File: src/rtl/pico_ctrl_seq.sv
// PicoCtrl single-cycle instruction sequencer: PC, condition test, write/jump/delay actions.
// Optional PICO_SYNC_INPUTS_EN adds a two-flop synchronizer on cond_in.
module pico_ctrl_seq #(
  parameter int NREG = 4,
  parameter int AW   = 5
) (
  input  logic              clk,
  input  logic              reset,
  input  logic              run,
  input  logic [3:0]        cond_in,
  output logic [AW-1:0]     rom_addr,
  input  logic [15:0]       rom_data,
  output logic [8*NREG-1:0] out_regs,
  output logic [NREG-1:0]   out_wr,
  output logic              busy
);

  typedef enum logic {
    EXEC  = 1'b0,
    DELAY = 1'b1
  } state_t;

  localparam logic [1:0] ACT_NOP   = 2'b00;
  localparam logic [1:0] ACT_WRITE = 2'b01;
  localparam logic [1:0] ACT_JUMP  = 2'b10;
  localparam logic [1:0] ACT_DELAY = 2'b11;

  state_t          state_reg, state_next;
  logic [AW-1:0]   pc_reg, pc_next;
  logic [7:0]      cnt_reg, cnt_next;
  logic [7:0]      regs_reg [NREG];
  logic [NREG-1:0] wr_reg, wr_next;
  logic            wr_en;
  logic [3:0]      cond_eval;

`ifdef PICO_SYNC_INPUTS_EN
  logic [3:0] sync1_reg, sync2_reg;

  always_ff @(posedge clk) begin
    if (reset) begin
      sync1_reg <= '0;
      sync2_reg <= '0;
    end else begin
      sync1_reg <= cond_in;
      sync2_reg <= sync1_reg;
    end
  end

  assign cond_eval = sync2_reg;
`else
  assign cond_eval = cond_in;
`endif

  logic       cond_en;
  logic [1:0] cond_sel;
  logic       cond_val;
  logic [1:0] act;
  logic [1:0] tgt;
  logic [7:0] imm;
  logic       cond_true;

  assign cond_en   = rom_data[15];
  assign cond_sel  = rom_data[14:13];
  assign cond_val  = rom_data[12];
  assign act       = rom_data[11:10];
  assign tgt       = rom_data[9:8];
  assign imm       = rom_data[7:0];
  assign cond_true = !cond_en || (cond_eval[cond_sel] == cond_val);

  always_ff @(posedge clk) begin
    if (reset) begin
      state_reg <= EXEC;
      pc_reg    <= '0;
      cnt_reg   <= '0;
      wr_reg    <= '0;
    end else begin
      state_reg <= state_next;
      pc_reg    <= pc_next;
      cnt_reg   <= cnt_next;
      wr_reg    <= wr_next;
    end
  end

  always_comb begin
    state_next = state_reg;
    pc_next    = pc_reg;
    cnt_next   = cnt_reg;
    wr_next    = '0;
    wr_en      = 1'b0;
    if (run) begin
      case (state_reg)
        EXEC: begin
          if (!cond_true) begin
            pc_next = pc_reg + 1'b1;
          end else begin
            case (act)
              ACT_NOP: pc_next = pc_reg + 1'b1;
              ACT_WRITE: begin
                wr_en        = 1'b1;
                wr_next[tgt] = 1'b1;
                pc_next      = pc_reg + 1'b1;
              end
              ACT_JUMP: pc_next = imm[AW-1:0];
              ACT_DELAY: begin
                if (imm == 8'd0) begin
                  pc_next = pc_reg + 1'b1;
                end else begin
                  state_next = DELAY;
                  cnt_next   = imm;
                end
              end
              default: pc_next = pc_reg + 1'b1;
            endcase
          end
        end
        DELAY: begin
          // The condition is deliberately not re-evaluated while stalling.
          if (cnt_reg == 8'd1) begin
            state_next = EXEC;
            cnt_next   = 8'd0;
            pc_next    = pc_reg + 1'b1;
          end else begin
            cnt_next = cnt_reg - 1'b1;
          end
        end
        default: state_next = EXEC;
      endcase
    end
  end

  genvar gi;
  generate
    for (gi = 0; gi < NREG; gi++) begin : g_regs
      always_ff @(posedge clk) begin
        if (reset) begin
          regs_reg[gi] <= 8'h00;
        end else if (wr_en && (tgt == gi[1:0])) begin
          regs_reg[gi] <= imm;
        end
      end
      assign out_regs[8*gi +: 8] = regs_reg[gi];
    end
  endgenerate

  // Busy covers the deciding EXEC cycle too, so it spans all imm+1 stalled cycles.
  assign busy = (state_reg == DELAY) ||
                ((state_reg == EXEC) && cond_true && (act == ACT_DELAY) && (imm != 8'd0));

  assign rom_addr = pc_reg;
  assign out_wr   = wr_reg;

endmodule

File: config.mk
export PLATFORM = sky130hd
export DESIGN_NAME = pico_ctrl_seq
export DESIGN_NICKNAME = d
export VERILOG_FILES = /design/src/rtl/pico_ctrl_seq.sv
export SDC_FILE = /design/constraint.sdc
export NUM_CORES = 1
export LEC_CHECK = 0
export ABC_AREA = 0
export CAP_MARGIN = 40
export CELL_PAD_IN_SITES_DETAIL_PLACEMENT = 1
export CELL_PAD_IN_SITES_GLOBAL_PLACEMENT = 2
export CORE_MARGIN = 2
export CORE_UTILIZATION = 25
export CTS_CLUSTER_DIAMETER = 150
export DETAILED_ROUTE_END_ITERATION = 6
export DONT_BUFFER_PORTS = 1
export PLACE_DENSITY = 0.57
export RECOVER_POWER = 25
export SETUP_SLACK_MARGIN = 0.4
export SLEW_MARGIN = 20
export SYNTH_ARGS = -nofsm -noshare
export SYNTH_HDL_FRONTEND = slang
export SYNTH_SLANG_ARGS = --single-unit
File: constraint.sdc
create_clock -name clk -period 3.1 [get_ports clk]
set_clock_uncertainty 0.2 [all_clocks]
set_input_delay 0.62 -clock clk [delete_from_list [all_inputs] [get_ports clk]]
set_output_delay 0.62 -clock clk [all_outputs]
set_load 0.01 [all_outputs]
-- After elaboration in Yosys (flattened, before gate mapping)
Memory sizes are Yosys's and may differ from the RTL's.
Cells that the tools add are included.
- memories kept: 1
- register bits: 18
- output and inout port bits: 42
- bits of input ports: 23
- memory bits (writable): 32
- word-level logic and storage cells: 91
- bitwise gates (word level): 8
- add/subtract/negate cells: 2
- magnitude comparators: 3
- eq/ne operators: 13
- reductions and logical operators: 19
- multiplexer cells: 41
- memories (name ; words ; bits a word ; rd ports ; clocked after Yosys merged registers in ; write ports ; line ; RTL):
    regs_reg ; 4 ; 8 ; 4 ; 0 ; 4 ; 31 ; logic [7:0] regs_reg [NREG];
- operators by type and width (cell ; count):
    two-way mux 8 bit ; 8
    two-way mux 1 bit ; 24
    case mux 8 bit (2 select lines) ; 1
    two-way mux 5 bit ; 3
    case mux 5 bit (3 select lines) ; 1
    case mux 5 bit (2 select lines) ; 1
    == test 2 bit, second input constant ; 4
    == test 8 x 1 -> 1 bit, second input constant ; 1
    logical AND 1 bit ; 8
    logical NOT 8 bit ; 1
    nonzero test 8 bit ; 1
    subtractor 8 x 1 -> 8 bit, second input constant ; 1
    < comparator 2 x 3 -> 1 bit, second input constant ; 2
    adder 5 x 1 -> 5 bit, second input constant ; 1
    OR reduction 5 bit ; 1
    == test 2 x 1 -> 1 bit, second input constant ; 2
    logical NOT 2 bit ; 2
    inequality test 2 x 1 -> 1 bit, second input constant ; 2
    inequality test 2 bit, second input constant ; 2
    inequality test 4 bit, second input constant ; 1
    NOT 1 bit ; 4
    bitwise OR 1 bit ; 4
    AND reduction 4 bit ; 1
    AND reduction 3 bit ; 1
    other kinds (8) ; 9

-- Depth between registers and ports, before layout
- word-level depth: 12
- mapped depth: 7

-- Least setup slack after synthesis
Ideal clock, no wire load.
- kind: input port to output port
- start: input rom_data[6]
- end: output busy
- stages: 4
- required time: 2.280 ns
- path buffers: 0
- path slack: 0.491 ns
- data arrival time: 1.789 ns
- cells stage by stage: or4_1 > o211ai_1 > nor3_1 > or2_2
- cells in the longest elaborated chain, start to end: 3
- RTL lines (item ; line ; RTL):
    start, declared ; 12 ; input logic [15:0] rom_data,
    nonzero test 8 bit ; 147 ; ((state_reg == EXEC) && cond_true && (act == ACT_DELAY) && (imm != 8'd0));
    logical AND 1 bit ; 147 ;
    logical OR 1 bit ; 146 ; assign busy = (state_reg == DELAY) ||
    end, declared ; 15 ; output logic busy
No other way between the ends.

-- Worst setup path in the final report
Ends and elaborated chain as after synthesis.

==> results.tsv <==
metric	value	unit
worst_pin_slew	0.464	ns
combPwrFrac	0.130	
multi_input_area	1100	µm²
grt_util_all_layers	0.134	
min_period_over_period	0.839	
routabilityCongestion	0.773	
cts.sinks	50	
fp-row-count	36	
cts_tree	done	
cpPeakStageDelay	0.52	ns
gr-total-overflow	0	
synthesis.instances	223	
hold_buffers	0	
largest_reg_flops	32	
grt_pass1_vias	1871	
synthArstFlopShare	0	
htree_levels	2	
startpoint	rom_data[6]	
synth_top_area_cell	edfxtp_1	
netlist_area	2490	µm²
clkTransAtPathRegs	0.10	ns
p_sw	0.398	mW
yosys_warnings	0	
numPortBuffers	0	
post_drt_wl_per_cell	19.3	µm
p_leak	1.03	nW
highest_layer	met4	
p_seq_frac	0.562	
nFillCells	1105	
final_cell_mix	edfxtp_1, and2_1, nor2_1, dfxtp_1	
nNetsFinal	259	
fp.dieW	104	µm
period_needed	2.60	ns
diodes	0	
ios	65	
die_h	104	µm
r2r_end	rom_addr[4]$_SDFFE_PP0P_	
synth_compound_area_frac	0.134	
drtIter0Drc	80	
hold_class	in -> reg	
wl_met3	495	µm
synth_ff_type	edfxtp_1	
layout_commonest_cell	edfxtp_1	
crit_arrival	1.78	ns
crit_fanout	6	
worstSkewPairLatency	0.31	ns
drive_gt1_frac	0.154	
first_pass_iters	4	
die_area	10800	µm²
finalWirelength	7070	µm
setup_viol	0	
antenna_found_initial	0	
synth_top_family_by_area	simple AND/OR/NAND/NOR gates	
required	2.28	ns
syn-num-nets	249	
holdWs	0.172	ns
power.density	492	nW/µm²
synth_top_area_frac	0.387	
placed_area	2680	µm²
cts_made_buffers	5	
relSlewSlack	0.688	
crit_path_start_kind	primary input	
avgViaCountPerCell	4.92	
clock_path_buffers	2	
tns	0	ns
r2r-start	cnt_reg[4]$_SDFFE_PP0P_	
slew_violations	0	
synthTopCellsByArea	edfxtp_1, dfxtp_1, and2_1	
fmax	384	MHz
maxCapViolCount	0	
grt_pass1_wl	11200	µm
swShare	0.288	
hold_viol_final	0	
area.sequential	1320	µm²
area_growth	13.0	%
yosys.area_share.simple	0.239	
synthMuxAreaShare	0.0453	
syn_avg_cell_area	11.1	µm²
rr_worst_depth	6	
drtAntennaViolNets	0	
rsz0062_at_grt	false	
ir_worst_vdd	0.169	mV
placeableCoreArea	9730	µm²
crit_type	in -> out	
drt-met1-wl	3000	µm
clkPwrFrac	0.308	
synth_edf_count	32	
post-route-cell-area	2810	µm²
endpoint_kind	output port	
start_util	0.256	
outcome	completed	
vias	1806	
ff2ff_setup_slack	0.77	ns
synthAdderAreaFrac	0.0151	
ys_ff_latch	50	
synth_cell_types	48	
clockRootBuffer	clkbuf_8	
crit_path_end	busy	
seq_area_frac_synth	0.531	
cp_slowest_cell	or4_4	
synth_xor_xnor_area_share	0.00352	
grt_max_degree	36	
worstPathCellList	or4_4 > o211ai_1 > buf_4 > nor3_2 > or2_4	
dpl.hpwl	5290	µm
cellInternalPower	0.984	mW
drc	0	
wl_met2	3530	µm
==> stage by stage <==
step	utilization	setup WS (ns)	instances	power, mW
finish	0.289	0.499	367	1.38
global route	0.289	0.450	367	1.45
CTS	0.287	0.421	366	1.39
detailed placement	0.276	0.347	357	0.970
global placement	0.276	0.354	357	0.968
floorplan	-	0.491	223	0.926
==> kinds of logic (layout without fill, tap and decap cells) <==
logic type      after synthesis  after routing
xor+xnor                      1              1
buf+inv                      19             30
flops                        50             50
mux                          11             11
fa+ha+maj                     3              3
simple gates                 99             99
compound gates               40             40
==> Yosys cell counts (2+ instances only) <==
| master | number |
|---|---|
| a211oi_1 | 7 |
| a21o_1 | 3 |
| a21oi_1 | 5 |
| a311oi_1 | 2 |
| a31oi_1 | 2 |
| and2_1 | 28 |
| and3b_1 | 2 |
| clkbuf_1 | 7 |
| dfxtp_1 | 18 |
| edfxtp_1 | 32 |
| ha_1 | 3 |
| inv_1 | 11 |
| mux2_2 | 2 |
| mux2i_1 | 9 |
| nand2_1 | 5 |
| nand2b_1 | 7 |
| nand3_1 | 3 |
| nand4_1 | 2 |
| nor2_1 | 18 |
| nor2b_1 | 2 |
| nor3_1 | 7 |
| nor4_1 | 8 |
| nor4_2 | 2 |
| o2111ai_1 | 2 |
| o21a_1 | 2 |
| o21ai_0 | 2 |
| o32ai_1 | 5 |
| o32ai_2 | 2 |
| or2_2 | 2 |
| or3_1 | 3 |
| or4_1 | 3 |
==> cell type report <==
type,instances,share of cell area
flip-flops and latches,50,0.470
clock buffers,5,0.0245
multi-input cells,154,0.392
clock inverters,3,0.0102
well taps,133,0.0592
repair buffers,11,0.0294
inverters,11,0.0147
==> power by group through the flow <==
stage               Clock, mW  Sequential [mW]  Combinational, mW
finish                  0.426            0.776              0.180
global route            0.469            0.781              0.198
CTS                     0.434            0.777              0.180
detailed placement          0            0.792              0.177
global placement            0            0.791              0.177
floorplan                   0            0.781              0.145
==> critical path: cells and delay by family <==
| family | cells | cell delay (ns) |
|---|---|---|
| and+or+nand+nor | 3 | 0.80 |
| buffers and inverters | 1 | 0.15 |
| AOI/OAI and AO/OA | 1 | 0.20 |
==> timing repair <==
item	4_1_cts	5_1_grt
endpoints found under the hold margin	0	0
buffers inserted	1	1
setup endpoints to repair	1	1
resized for setup	1	3
pin swaps	1	1
==> per-layer routing <==
metal	track usage	vias up
li1	-	855
met5	0	-
met2	0.235	54
met1	0.157	892
met3	0.0485	5
met4	0.0309	0
==> worst min path at each step <==
stage,end,cells after the start,from
after global placement,cnt_reg[5]$_SDFFE_PP0P_,2,cnt_reg[5]$_SDFFE_PP0P_
after CTS,rom_addr[1]$_SDFFE_PP0P_,1,reset
after detailed placement,cnt_reg[5]$_SDFFE_PP0P_,2,cnt_reg[5]$_SDFFE_PP0P_
after global routing,rom_addr[1]$_SDFFE_PP0P_,1,reset
after floorplan,cnt_reg[5]$_SDFFE_PP0P_,2,cnt_reg[5]$_SDFFE_PP0P_
final,rom_addr[1]$_SDFFE_PP0P_,1,reset
Note: power is estimated with default switching activity, not from simulation.
